[src/rtl/wubsuit_clk_lock_monitor_if.sv]
// Bundles the monitor's control inputs and status outputs.
// master: the side that enables the monitor and feeds it the watched clock.
// slave:  the monitor itself.
interface wubsuit_clk_lock_monitor_if #(
    parameter int CNT_W = 16
);
    logic             ENABLE;
    logic             MON_CLK;
    logic             FAULT_CLR;
    logic             LOCK;
    logic [CNT_W-1:0] PERIOD;
    logic             PERIOD_VALID;
    logic             FAULT;
    logic [1:0]       STATE;

    modport master (
        output ENABLE, MON_CLK, FAULT_CLR,
        input  LOCK, PERIOD, PERIOD_VALID, FAULT, STATE
    );

    modport slave (
        input  ENABLE, MON_CLK, FAULT_CLR,
        output LOCK, PERIOD, PERIOD_VALID, FAULT, STATE
    );
endinterface

[src/rtl/wubsuit_clk_lock_monitor.sv]
// Lock/frequency monitor for a slow clock sampled on FAB_CLK.
// Each MON_CLK period is measured in FAB_CLK cycles. LOCK is given after
// LOCK_COUNT consecutive in-window periods. FAULT is a sticky flag raised
// whenever an established lock is lost, through a bad period or a missing clock.
module wubsuit_clk_lock_monitor #(
    parameter int CNT_W      = 16,
    parameter int EXP_MIN    = 3000,
    parameter int EXP_MAX    = 3100,
    parameter int TIMEOUT    = 6200,
    parameter int LOCK_COUNT = 4
) (
    input  logic                      FAB_CLK,
    input  logic                      M2F_RESET_N,
    wubsuit_clk_lock_monitor_if.slave bus
);

    localparam int               GC_W      = $clog2(LOCK_COUNT + 1);
    localparam logic [CNT_W-1:0] CNT_MAX   = '1;
    localparam logic [CNT_W-1:0] MIN_C     = CNT_W'(EXP_MIN);
    localparam logic [CNT_W-1:0] MAX_C     = CNT_W'(EXP_MAX);
    localparam logic [CNT_W-1:0] TIMEOUT_C = CNT_W'(TIMEOUT);
    localparam logic [GC_W-1:0]  LOCK_C    = GC_W'(LOCK_COUNT);

    // The counter must be able to reach TIMEOUT without hitting its
    // saturation value, and the legal window must sit below the timeout.
    if (!(EXP_MIN > 0 && EXP_MIN <= EXP_MAX && EXP_MAX < TIMEOUT &&
          TIMEOUT < (2 ** CNT_W) - 1 && LOCK_COUNT >= 1)) begin : g_param_check
        $error("wubsuit_clk_lock_monitor: illegal parameter combination");
    end

    typedef enum logic [1:0] {
        ST_IDLE    = 2'd0,
        ST_ACQUIRE = 2'd1,
        ST_LOCKED  = 2'd2,
        ST_LOST    = 2'd3
    } state_t;

    state_t           state_q, state_d;
    logic [CNT_W-1:0] cnt_q, cnt_d;
    logic [GC_W-1:0]  gc_q, gc_d;
    logic             armed_q, armed_d;
    logic [CNT_W-1:0] period_q, period_d;
    logic             pv_q, pv_d;
    logic             lock_q, lock_d;
    logic             fault_q, fault_d;
    logic             s1_q, s2_q, s3_q;

    logic             rise;
    logic             active;
    logic             timeout;
    logic             edge_seen;
    logic             meas;
    logic             good;
    logic             bad_evt;
    logic [GC_W-1:0]  gc_inc;

    function automatic logic [CNT_W-1:0] sat_inc(input logic [CNT_W-1:0] v);
        return (v == CNT_MAX) ? v : v + 1'b1;
    endfunction

    assign rise      = s2_q & ~s3_q;
    assign active    = (state_q == ST_ACQUIRE) || (state_q == ST_LOCKED);
    assign timeout   = (cnt_q == TIMEOUT_C) & ~rise;
    assign edge_seen = bus.ENABLE & rise & active;
    assign meas      = edge_seen & armed_q;
    assign good      = (cnt_q >= MIN_C) && (cnt_q <= MAX_C);
    assign bad_evt   = (meas & ~good) | (timeout & active);
    assign gc_inc    = gc_q + 1'b1;

    // Two-flop synchronizer on MON_CLK plus a third flop for edge detection.
    always_ff @(posedge FAB_CLK) begin
        if (!M2F_RESET_N) begin
            s1_q <= 1'b0;
            s2_q <= 1'b0;
            s3_q <= 1'b0;
        end else begin
            s1_q <= bus.MON_CLK;
            s2_q <= s1_q;
            s3_q <= s2_q;
        end
    end

    // State, measurement and status registers.
    always_ff @(posedge FAB_CLK) begin
        if (!M2F_RESET_N) begin
            state_q  <= ST_IDLE;
            cnt_q    <= '0;
            gc_q     <= '0;
            armed_q  <= 1'b0;
            period_q <= '0;
            pv_q     <= 1'b0;
            lock_q   <= 1'b0;
            fault_q  <= 1'b0;
        end else begin
            state_q  <= state_d;
            cnt_q    <= cnt_d;
            gc_q     <= gc_d;
            armed_q  <= armed_d;
            period_q <= period_d;
            pv_q     <= pv_d;
            lock_q   <= lock_d;
            fault_q  <= fault_d;
        end
    end

    // Next-state logic: period counter, measurement capture, FSM and flags.
    always_comb begin
        state_d  = state_q;
        cnt_d    = cnt_q;
        gc_d     = gc_q;
        armed_d  = armed_q;
        period_d = period_q;
        pv_d     = 1'b0;
        fault_d  = fault_q;

        // The counter restarts at 1 on every edge so its value at the next
        // edge is exactly the period; it is parked at 0 while idle.
        if (state_q == ST_IDLE) begin
            cnt_d = '0;
        end else if (rise) begin
            cnt_d = {{(CNT_W-1){1'b0}}, 1'b1};
        end else begin
            cnt_d = sat_inc(cnt_q);
        end

        // The first edge after leaving IDLE only arms; there is no reference
        // edge yet, so its count is meaningless.
        if (edge_seen) begin
            if (armed_q) begin
                period_d = cnt_q;
                pv_d     = 1'b1;
            end else begin
                armed_d = 1'b1;
            end
        end

        unique case (state_q)
            ST_IDLE: begin
                armed_d = 1'b0;
                gc_d    = '0;
                if (bus.ENABLE) begin
                    state_d = ST_ACQUIRE;
                end
            end
            ST_ACQUIRE: begin
                if (meas && good) begin
                    gc_d = gc_inc;
                    if (gc_inc == LOCK_C) begin
                        state_d = ST_LOCKED;
                    end
                end else if (bad_evt) begin
                    gc_d = '0;
                end
            end
            ST_LOCKED: begin
                if (bad_evt) begin
                    state_d = ST_LOST;
                end
            end
            ST_LOST: begin
                // armed and cnt carry over so the edge that broke lock
                // becomes the reference for the next measurement.
                state_d = ST_ACQUIRE;
                gc_d    = '0;
            end
            default: state_d = ST_IDLE;
        endcase

        if (!bus.ENABLE) begin
            state_d = ST_IDLE;
        end

        // A new loss outranks a simultaneous clear so no event is missed.
        if (state_q == ST_LOCKED && state_d == ST_LOST) begin
            fault_d = 1'b1;
        end else if (bus.FAULT_CLR) begin
            fault_d = 1'b0;
        end
    end

    assign lock_d           = (state_d == ST_LOCKED);
    assign bus.LOCK         = lock_q;
    assign bus.PERIOD       = period_q;
    assign bus.PERIOD_VALID = pv_q;
    assign bus.FAULT        = fault_q;
    assign bus.STATE        = state_q;

endmodule

[src/flat_wrapper.sv]
// flat-port wrapper written by rule: the top's interface ports become plain ports
module wubsuit_clk_lock_monitor_flat 
#(
    parameter int CNT_W      = 16,
    parameter int EXP_MIN    = 3000,
    parameter int EXP_MAX    = 3100,
    parameter int TIMEOUT    = 6200,
    parameter int LOCK_COUNT = 4
)
  (FAB_CLK, M2F_RESET_N, bus_ENABLE, bus_MON_CLK, bus_FAULT_CLR, bus_LOCK, bus_PERIOD, bus_PERIOD_VALID, bus_FAULT, bus_STATE);
  wubsuit_clk_lock_monitor_if #(.CNT_W(CNT_W)) bus_i ();
  input  logic FAB_CLK;
  input  logic M2F_RESET_N;
  input wire logic [$bits(bus_i.ENABLE)-1:0] bus_ENABLE;
  input wire logic [$bits(bus_i.MON_CLK)-1:0] bus_MON_CLK;
  input wire logic [$bits(bus_i.FAULT_CLR)-1:0] bus_FAULT_CLR;
  output wire logic [$bits(bus_i.LOCK)-1:0] bus_LOCK;
  output wire logic [$bits(bus_i.PERIOD)-1:0] bus_PERIOD;
  output wire logic [$bits(bus_i.PERIOD_VALID)-1:0] bus_PERIOD_VALID;
  output wire logic [$bits(bus_i.FAULT)-1:0] bus_FAULT;
  output wire logic [$bits(bus_i.STATE)-1:0] bus_STATE;
  assign bus_i.ENABLE = bus_ENABLE;
  assign bus_i.MON_CLK = bus_MON_CLK;
  assign bus_i.FAULT_CLR = bus_FAULT_CLR;
  assign bus_LOCK = bus_i.LOCK;
  assign bus_PERIOD = bus_i.PERIOD;
  assign bus_PERIOD_VALID = bus_i.PERIOD_VALID;
  assign bus_FAULT = bus_i.FAULT;
  assign bus_STATE = bus_i.STATE;
  wubsuit_clk_lock_monitor #(.CNT_W(CNT_W), .EXP_MIN(EXP_MIN), .EXP_MAX(EXP_MAX), .TIMEOUT(TIMEOUT), .LOCK_COUNT(LOCK_COUNT)) u_core (.FAB_CLK(FAB_CLK), .M2F_RESET_N(M2F_RESET_N), .bus(bus_i));
endmodule
[config.mk]
export PLATFORM = sky130hd
export DESIGN_NAME = wubsuit_clk_lock_monitor_flat
export DESIGN_NICKNAME = d
export VERILOG_FILES = /design/src/rtl/wubsuit_clk_lock_monitor_if.sv /design/src/rtl/wubsuit_clk_lock_monitor.sv /design/src/flat_wrapper.sv
export SDC_FILE = /design/constraint.sdc
export NUM_CORES = 1
export LEC_CHECK = 0
export ABC_AREA = 1
export BUFFER_PORTS_ARGS = -buffer_cell sky130_fd_sc_hd__buf_2
export CORE_MARGIN = 2
export CORE_UTILIZATION = 50
export DETAILED_ROUTE_END_ITERATION = 8
export PLACE_DENSITY = 0.7
export SYNTH_ARGS = -nofsm -noshare
export SYNTH_HDL_FRONTEND = slang
export SYNTH_SLANG_ARGS = --single-unit
[constraint.sdc]
create_clock -name FAB_CLK -period 2.1 [get_ports FAB_CLK]
set_input_delay 0.42 -clock FAB_CLK [delete_from_list [all_inputs] [get_ports FAB_CLK]]
set_output_delay 0.42 -clock FAB_CLK [all_outputs]
set_load 0.01 [all_outputs]
* Word-level counts from Yosys, hierarchy flattened
Cells that the tools add are included.
** Word-level totals
- Bits in registers :: 44
- Input bits :: 5
- Output and inout bits :: 21
- Logic and storage cells :: 64
** Operators by class
- Add/subtract/negate cells :: 2
- $lt $le $gt $ge :: 2
- Eq/ne operators :: 10
- Muxes and demuxes :: 13
- Bitwise gates (word level) :: 12
- Reductions and logical operators :: 13
** Operators with widths (count)
- adder 16 x 1 -> 16 bit (second input constant) :: 1
- equality test 16 x 13 -> 1 bit (second input constant) :: 1
- equality test 16 bit (second input constant) :: 1
- >= comparator 16 x 12 -> 1 bit (second input constant) :: 1
- less-or-equal comparator 16 x 12 -> 1 bit (second input constant) :: 1
- equality test 2 bit (second input constant) :: 4
- 2-to-1 mux 2 bit :: 4
- AND 1 bit :: 7
- 2-to-1 mux 3 bit :: 2
- one-hot mux 2 bit (3 select lines) :: 1
- one-hot mux 3 bit (2 select lines) :: 1
- AND reduction 2 bit :: 3
- 2-to-1 mux 1 bit :: 5
- NOT 1 bit :: 4
- nonzero test 2 bit :: 2
- OR reduction 2 bit :: 2
- adder 3 x 1 -> 3 bit (second input constant) :: 1
- equality test 3 bit (second input constant) :: 1
- logical AND 1 bit :: 3
- inequality test 3 x 2 -> 1 bit (second input constant) :: 1
- OR reduction 3 bit :: 1
- equality test 2 x 1 -> 1 bit (second input constant) :: 1
- logical NOT 2 bit :: 1
- inequality test 2 x 1 -> 1 bit (second input constant) :: 1
- 2 further kinds :: 2

* Logic depth before layout (Yosys ltp)
Gate-level depths: netlist (run 1).
- Word-level depth :: 13
- Mapped depth :: 13
- Mapped depth without buffers :: 13

* Worst setup path after synthesis (run 1)
OpenSTA, ideal clock, no wires.
- Path kind :: reg-to-reg
- From :: reg u_core.state_q[0], in the netlist u_core.bus.STATE[0]
- To :: reg u_core.gc_q[0]
- Setup time :: 0.117 ns
- Data arrival time :: 1.549 ns
- Required time :: 1.983 ns
- Path slack :: 0.434 ns
- Cell stages (with the launch flop) :: 11
- Path buffers :: 0
- Clock period less this slack :: 1.666 ns
- Cells stage by stage :: dfxtp_1 > inv_1 > ha_1 > nand3_2 > nor2_4 > inv_2 > nand2_1 > o21ai_2 > inv_2 > nand3b_1 > a21oi_1
** On the way
- Cells in the longest elaborated chain, start to end :: 8
- Elaborated cells between the ends (all ways) :: 17
- Classes of those cells :: eq/ne (4); mux (2); bitwise (5); reduce/logical (6)
** Ends and longest elaborated chain
- start: declaration :: line wubsuit_clk_lock_monitor.sv:38 : state_t state_q, state_d;
- start signal: assignment :: line wubsuit_clk_lock_monitor.sv:95 : state_q <= state_d;
- equality test 2 x 1 -> 1 bit or equality test 2 bit (tied branches) :: line wubsuit_clk_lock_monitor.sv:62, wubsuit_clk_lock_monitor.sv:137
- logical OR 1 bit :: line wubsuit_clk_lock_monitor.sv:62 : assign active = (state_q == ST_ACQUIRE) || (state_q == ST_LOCKED);
- AND 1 bit :: line wubsuit_clk_lock_monitor.sv:64 : assign edge_seen = bus.ENABLE & rise & active;
- AND 1 bit :: line wubsuit_clk_lock_monitor.sv:65 : assign meas = edge_seen & armed_q;
- AND 1 bit :: line wubsuit_clk_lock_monitor.sv:67 : assign bad_evt = (meas & ~good) | (timeout & active);
- bitwise OR 1 bit :: line wubsuit_clk_lock_monitor.sv:67
- inequality test 3 x 2 -> 1 bit (no source line)
- AND reduction 2 bit (no source line)
- end signal: assignment :: line wubsuit_clk_lock_monitor.sv:97 : gc_q <= gc_d;
- end: declaration :: line wubsuit_clk_lock_monitor.sv:40 : logic [GC_W-1:0] gc_q, gc_d;
Several ways; a longest one is shown, not always the timed one.
A chain may end at the register's enable or synchronous reset.

* Worst setup path in the final report (run 1)
- From :: reg u_core.state_q[0], in the netlist u_core.bus.STATE[0]
- To :: reg u_core.fault_q, in the netlist u_core.bus.FAULT
** On the way
- Cells in the longest elaborated chain, start to end :: 12
- Elaborated cells between the ends (all ways) :: 21
- Classes of those cells :: eq/ne (4); mux (6); bitwise (5); reduce/logical (6)
** Ends and longest elaborated chain
- equality test 2 x 1 -> 1 bit or equality test 2 bit (tied branches) :: line wubsuit_clk_lock_monitor.sv:62, wubsuit_clk_lock_monitor.sv:137, wubsuit_clk_lock_monitor.sv:174
- logical OR 1 bit :: line wubsuit_clk_lock_monitor.sv:62
- AND 1 bit :: line wubsuit_clk_lock_monitor.sv:64
- AND 1 bit :: line wubsuit_clk_lock_monitor.sv:65
- AND 1 bit :: line wubsuit_clk_lock_monitor.sv:67
- bitwise OR 1 bit :: line wubsuit_clk_lock_monitor.sv:67
- 2-to-1 mux 2 bit :: line wubsuit_clk_lock_monitor.sv:156 : if (bad_evt) begin
- one-hot mux 2 bit (3 select lines) :: line wubsuit_clk_lock_monitor.sv:137 : unique case (state_q)
- 2-to-1 mux 2 bit :: line wubsuit_clk_lock_monitor.sv:169 : if (!bus.ENABLE) begin
- equality test 2 bit :: line wubsuit_clk_lock_monitor.sv:174 : if (state_q == ST_LOCKED && state_d == ST_LOST) begin
- logical AND 1 bit (*) :: line wubsuit_clk_lock_monitor.sv:174
- 2-to-1 mux 1 bit or nonzero test 2 bit (tied branches)
- end signal: assignment :: line wubsuit_clk_lock_monitor.sv:102 : fault_q <= fault_d;
- end: declaration :: line wubsuit_clk_lock_monitor.sv:45 : logic fault_q, fault_d;
Mark *: on every way between the ends. The rest lies on a longest branch, timed or not.

==> impl_metrics.env, run 1 <==
export IMPL_outcome="finished clean"
export IMPL_hold_depth=3
export IMPL_cts_buffer_depth=2
export IMPL_viasPerCell=5.17
export IMPL_drt_iter0_markers=98
export IMPL_crit_arrival_ns=2.15
export IMPL_die_h_um=69.4
export IMPL_row_count=23
export IMPL_crit_path_start_kind="flip-flop"
export IMPL_drc=0
export IMPL_cts_clk_slew_worst_paths_ns=0.09
export IMPL_path_class="reg2reg"
export IMPL_p_comb_share_pct=5.2
export IMPL_rsz0062_at_grt="no"
export IMPL_dpl_hpwl_mm=3.47
export IMPL_p_seq_share_pct=58.0
export IMPL_core_mm2=0.00406
export IMPL_htreeDepth=2
export IMPL_p_leak_nw=1.08
export IMPL_cp_depth=12
export IMPL_rr_startpoint="u_core.bus.STATE[0]"
export IMPL_p_clk_share_pct=36.8
export IMPL_finalSetupViolCount=0
export IMPL_clock_skew_ns=0.00673
export IMPL_fp_dieArea_mm2=0.00481
export IMPL_crit_chain="inv_1, ha_1, nand2_1, nor2_1, nand4_1, nor2_1, nor2_1, nand2_1, nand2_1, nand3_2, nand3_1, nand2_1"
export IMPL_dieWidth_um=69.4
export IMPL_antenna_found_initial=0
export IMPL_yosysMostFrequentCell="dfxtp_1"
export IMPL_slew_headroom_pct=80.1
export IMPL_syn_inst=274
export IMPL_min_period_ns=1.89
export IMPL_worst_slack_ns=0.206
export IMPL_port_buffers=25
export IMPL_via_count=1830
export IMPL_wl_mm=4.67
export IMPL_syn_avg_cell_area_um2=7.80
export IMPL_cap_violations=0
export IMPL_ir_drop_mv=0.447
export IMPL_grt_usage_pct=20.5
export IMPL_wl_per_cell_um=13.2
export IMPL_cts_root_buf="clkbuf_8"
export IMPL_synth_area_mm2=0.00214
export IMPL_power_density_mw_per_mm2=607
export IMPL_place_ws_ns=0.244
export IMPL_slowest_stage="dfxtp_1"
export IMPL_hold_end="u_core.s1_q"
export IMPL_fin_nets=317
export IMPL_worst_pin_slew_ns=0.298
export IMPL_fmax_mhz=528
export IMPL_synth_flop_cell="dfxtp_1"
export IMPL_async_reset_ff_share_pct=0
export IMPL_power_internal_mw=1.10
export IMPL_required_ns=2.35
export IMPL_synth_edff_count=0
export IMPL_syn_to_final_growth_pct=12.5
export IMPL_diodes=0
export IMPL_slowest_delay_ns=0.43
export IMPL_yosysWarnings=0
export IMPL_crit_family="simple AND/OR/NAND/NOR gates"
export IMPL_initial_core_util_pct=52.7
export IMPL_switching_share_pct=24.5
export IMPL_cts_tree="built"
export IMPL_cts_buffers=5
export IMPL_crit_fanout=6
export IMPL_min_from="bus_MON_CLK"
export IMPL_grt_max_degree=29
export IMPL_synth_common_cells="dfxtp_1, nand2_1, inv_1"
export IMPL_reg2reg_to="u_core.bus.FAULT"
export IMPL_hold_buffers=0
export IMPL_gp_congestion=0.873
export IMPL_p_switching_uw=357
export IMPL_end_kind="flip-flop"
export IMPL_finalCritPeriodShare_pct=90.2
export IMPL_crit_top_cell="nand2_1"
export IMPL_ys_ff_latch=44
export IMPL_synth_top_cells_by_area="dfxtp_1, nand2_1, inv_1"
export IMPL_fill_cells=379
export IMPL_synth_top_cell_by_area="dfxtp_1"
export IMPL_critical_path_startpoint="u_core.bus.STATE[0]"
export IMPL_synth_cell_types=32
export IMPL_r2r_slack_ns=0.21
export IMPL_yosysTopAreaCellShare_pct=41.2
export IMPL_drv_slew=0
export IMPL_critical_path_buf_inv_count=1
export IMPL_clk_latency_ns=0.30
export IMPL_cts_sinks=44
export IMPL_cts_repair_resized=0
export IMPL_grt_pass1_wl_mm=7.95
export IMPL_overflow=0
export IMPL_syn_nets=288
export IMPL_worstHoldPathType="in2reg"
export IMPL_layout_drive_gt1_share_pct=22.0
export IMPL_ys_seq_area_share_pct=41.2
export IMPL_hold_viol=0
export IMPL_ioPinCount=26
export IMPL_dr_pass1_iters=4
export IMPL_reg2reg_depth=12
export IMPL_setup_tns_ns=0
export IMPL_antenna_left=0
export IMPL_grt_pass1_vias=1663
export IMPL_post_cts_setup_buffer_count=0
-- registers in the layout, indices dropped and copies added (netlist names) --
name	cells
u_core.armed_q	1
u_core.bus.FAULT	1
u_core.bus.LOCK	1
u_core.bus.PERIOD	16
u_core.bus.PERIOD_VALID	1
u_core.bus.STATE	2
u_core.cnt_q	16
u_core.gc_q	3
u_core.s1_q	1
u_core.s2_q	1
u_core.s3_q	1
-- worst register-to-register path, delay by kind of cell (launching register included) --
kind	cells	cell delay (ns)
fa+ha+maj	1	0.36
simple gates	10	0.95
flops	1	0.43
buf+inv	1	0.12
-- routing by layer --
layer | GRT usage (%) | wire length, µm
met4 | 7.19 | 84
met2 | 31.9 | 2090
met3 | 4.36 | 244
met1 | 28.1 | 2240
met5 | 0 | 0
-- cells in the final DEF (no fill, tap or decap), types with 8 or more instances in the layout --
| master | count |
|---|---|
| a21oi_1 | 25 |
| buf_2 | 25 |
| dfxtp_1 | 44 |
| ha_1 | 9 |
| inv_1 | 36 |
| inv_2 | 9 |
| nand2_1 | 37 |
| nand3_1 | 8 |
| nor2_1 | 33 |
| o21ai_0 | 19 |
-- cell type report --
class,count,area [µm²],area share [%]
clock inverter,3,21.3,0.884
timing repair buffer,27,140,5.83
inverter,46,174,7.23
sequential,44,881,36.6
multi-input combinational,179,1060,44.0
tap,50,62.6,2.60
clock buffer,5,68.8,2.86
-- power groups by stage --
stage / Clock [mW] / Sequential [mW] / Combinational, mW
floorplan: 0 / 0.866 / 0.0519
global placement: 0 / 0.865 / 0.0739
detailed placement: 0 / 0.866 / 0.0745
CTS: 0.554 / 0.847 / 0.0752
global route: 0.587 / 0.848 / 0.0846
finish: 0.537 / 0.846 / 0.0756
-- worst max path at each step --
stage	to
2_1_floorplan	u_core.gc_q[0]
3_3_place_gp	u_core.bus.FAULT
3_5_place_dp	u_core.gc_q[2]
4_1_cts	u_core.gc_q[2]
5_1_grt	u_core.gc_q[2]
6_report	u_core.bus.FAULT
-- per-stage QoR --
stage | power [mW] | area [µm²] | utilization, % | hold WS [ns] | std cells
2_1_floorplan | 0.918 | 2140 | - | 0.390 | 274
3_3_place_gp | 0.939 | 2310 | 57.0 | 0.392 | 346
3_5_place_dp | 0.941 | 2310 | 57.0 | 0.400 | 346
4_1_cts | 1.48 | 2400 | 59.3 | 0.291 | 354
5_1_grt | 1.52 | 2400 | 59.3 | 0.306 | 354
6_report | 1.46 | 2400 | 59.3 | 0.295 | 354
-- cells by family (layout without fill, tap and decap cells) --
kind of cell / after synthesis / after routing / share of synthesized area, %
compound gates: 53 / 53 / 13.3
xor+xnor: 8 / 8 / 3.28
fa+ha+maj: 9 / 9 / 5.27
buf+inv: 51 / 81 / 9.31
flops: 44 / 44 / 41.2
simple gates: 109 / 109 / 27.6
(Power assumes the default switching activity.)
==> run 2, diff against run 1 <==
clock period = 2.25 ns   (was 2.1 ns; I/O delays follow)
==> run 2 against run 1 <==
Compared with the run above: largest power group unchanged; combinational power decreased by 8.5%; fmax increased by 3.7%; worst hold slack improved by 0.038 ns; power decreased by 5.6%; highest routed layer unchanged; die area unchanged; largest cell class unchanged; critical endpoint unchanged.
==> impl_metrics.env, run 2 (same netlist as run 1, synthesis figures left out) <==
export IMPL_outcome="finished clean"
export IMPL_finalSetupViolCount=0
export IMPL_antenna_left=0
export IMPL_wl_per_cell_um=12.4
export IMPL_initial_core_util_pct=52.7
export IMPL_fmax_mhz=548
export IMPL_end_kind="flip-flop"
export IMPL_ir_drop_mv=0.391
export IMPL_crit_chain="inv_1, ha_1, nand2_1, nor2_1, nand4_1, nor2_1, nor2_1, nand2_1, nand2_1, nand3_2, nand3_1, nand2_1"
export IMPL_grt_pass1_wl_mm=7.64
export IMPL_final_cell_mix="dfxtp_1, nand2_1, inv_1, nor2_1"
export IMPL_fp_dieArea_mm2=0.00481
export IMPL_p_clk_share_pct=37.6
export IMPL_worst_pin_slew_ns=0.309
export IMPL_port_buffers=25
export IMPL_grt_pass1_vias=1579
export IMPL_crit_fanout=6
export IMPL_clk_latency_ns=0.30
export IMPL_hold_viol=0
export IMPL_r2r_slack_ns=0.42
export IMPL_viasPerCell=5.03
export IMPL_htreeDepth=2
export IMPL_overflow=0
export IMPL_finalPower_mw=1.38
export IMPL_gp_congestion=0.877
export IMPL_crit_top_cell="nand2_1"
export IMPL_cts_clk_slew_worst_paths_ns=0.08
export IMPL_p_switching_uw=320
export IMPL_cts_repair_resized=0
export IMPL_min_period_ns=1.83
export IMPL_drt_iter0_markers=78
export IMPL_worstHoldPathType="in2reg"
export IMPL_ioPinCount=26
export IMPL_via_count=1781
export IMPL_rsz0062_at_grt="no"
export IMPL_syn_to_final_growth_pct=12.7
export IMPL_cts_buffer_depth=2
export IMPL_crit_path_start_kind="flip-flop"
export IMPL_setup_tns_ns=0
export IMPL_power_internal_mw=1.06
export IMPL_cap_violations=0
export IMPL_postLayoutCoreUtil_pct=59.4
export IMPL_layout_drive_gt1_share_pct=21.7
export IMPL_antenna_found_initial=0
export IMPL_finalCritPeriodShare_pct=81.1
export IMPL_required_ns=2.50
export IMPL_slew_headroom_pct=79.3
export IMPL_crit_arrival_ns=2.08
export IMPL_cts_sinks=44
export IMPL_dieWidth_um=69.4
export IMPL_slowest_stage="dfxtp_1"
export IMPL_hold_buffers=0
export IMPL_p_comb_share_pct=5.0
export IMPL_clock_skew_ns=0.00481
export IMPL_power_density_mw_per_mm2=572
export IMPL_dr_pass1_iters=4
export IMPL_core_mm2=0.00406
export IMPL_wl_mm=4.39
export IMPL_cts_tree="built"
export IMPL_drc=0
export IMPL_path_class="reg2reg"
export IMPL_switching_share_pct=23.2
export IMPL_row_count=23
export IMPL_dpl_hpwl_mm=3.33
export IMPL_p_seq_share_pct=57.3
export IMPL_p_leak_nw=1.08
export IMPL_slowest_delay_ns=0.44
export IMPL_fin_nets=317
export IMPL_grt_usage_pct=19.6
export IMPL_drv_slew=0
export IMPL_cts_buffers=5
export IMPL_post_cts_setup_buffer_count=0
export IMPL_final_common_cell="dfxtp_1"
export IMPL_die_h_um=69.4
export IMPL_cts_root_buf="clkbuf_8"
export IMPL_grt_max_degree=29
export IMPL_diodes=0
==> run 2: final timing paths <==
| check | cells past startpoint | to | from |
|---|---|---|---|
| max | 12 | u_core.bus.FAULT | u_core.bus.STATE[0] |
| min | 3 | u_core.s1_q | bus_MON_CLK |
| max reg2reg | 12 | u_core.bus.FAULT | u_core.bus.STATE[0] |
| min reg2reg | 2 | u_core.s2_q | u_core.s1_q |
==> run 2: layout make-up <==
cell class | instances | area (µm²)
inverters | 46 | 174
repair buffers | 27 | 140
clock buffers | 7 | 86.3
flip-flops and latches | 44 | 881
well taps | 50 | 62.6
clock inverters | 1 | 7.51
fillers | 365 | 1650
multi-input cells | 179 | 1060
==> run 2: worst max-delay path, delay by kind of cell, from the launching register on <==
family | cells | cell delay [ns]
and+or+nand+nor | 10 | 0.87
DFF | 1 | 0.44
buffers and inverters | 1 | 0.12
adders and majority gates | 1 | 0.35
==> run 2: routing by layer <==
layer  routed length, µm  global-route usage, %
met1                2220                   29.0
met2                1870                   27.9
met3                 223                   4.80
met4                  78                   6.54
met5                   0                      0
==> run 2: per-stage QoR <==
| step | hold WS [ns] | instances | setup WS (ns) | area [µm²] |
|---|---|---|---|---|
| after detailed placement | 0.407 | 346 | 0.459 | 2310 |
| after floorplan | 0.390 | 274 | 0.584 | 2140 |
| after global routing | 0.333 | 354 | 0.188 | 2410 |
| final | 0.332 | 354 | 0.425 | 2410 |
| after global placement | 0.393 | 346 | 0.498 | 2310 |
| after CTS | 0.328 | 354 | 0.428 | 2410 |
==> run 2: power by group through the flow <==
stage                     combinational (mW)  clock (mW)  sequential, mW
after global routing                  0.0793       0.568           0.791
after global placement                0.0690           0           0.808
after CTS                             0.0695       0.531           0.790
final                                 0.0692       0.518           0.790
after detailed placement              0.0690           0           0.808
after floorplan                       0.0485           0           0.809
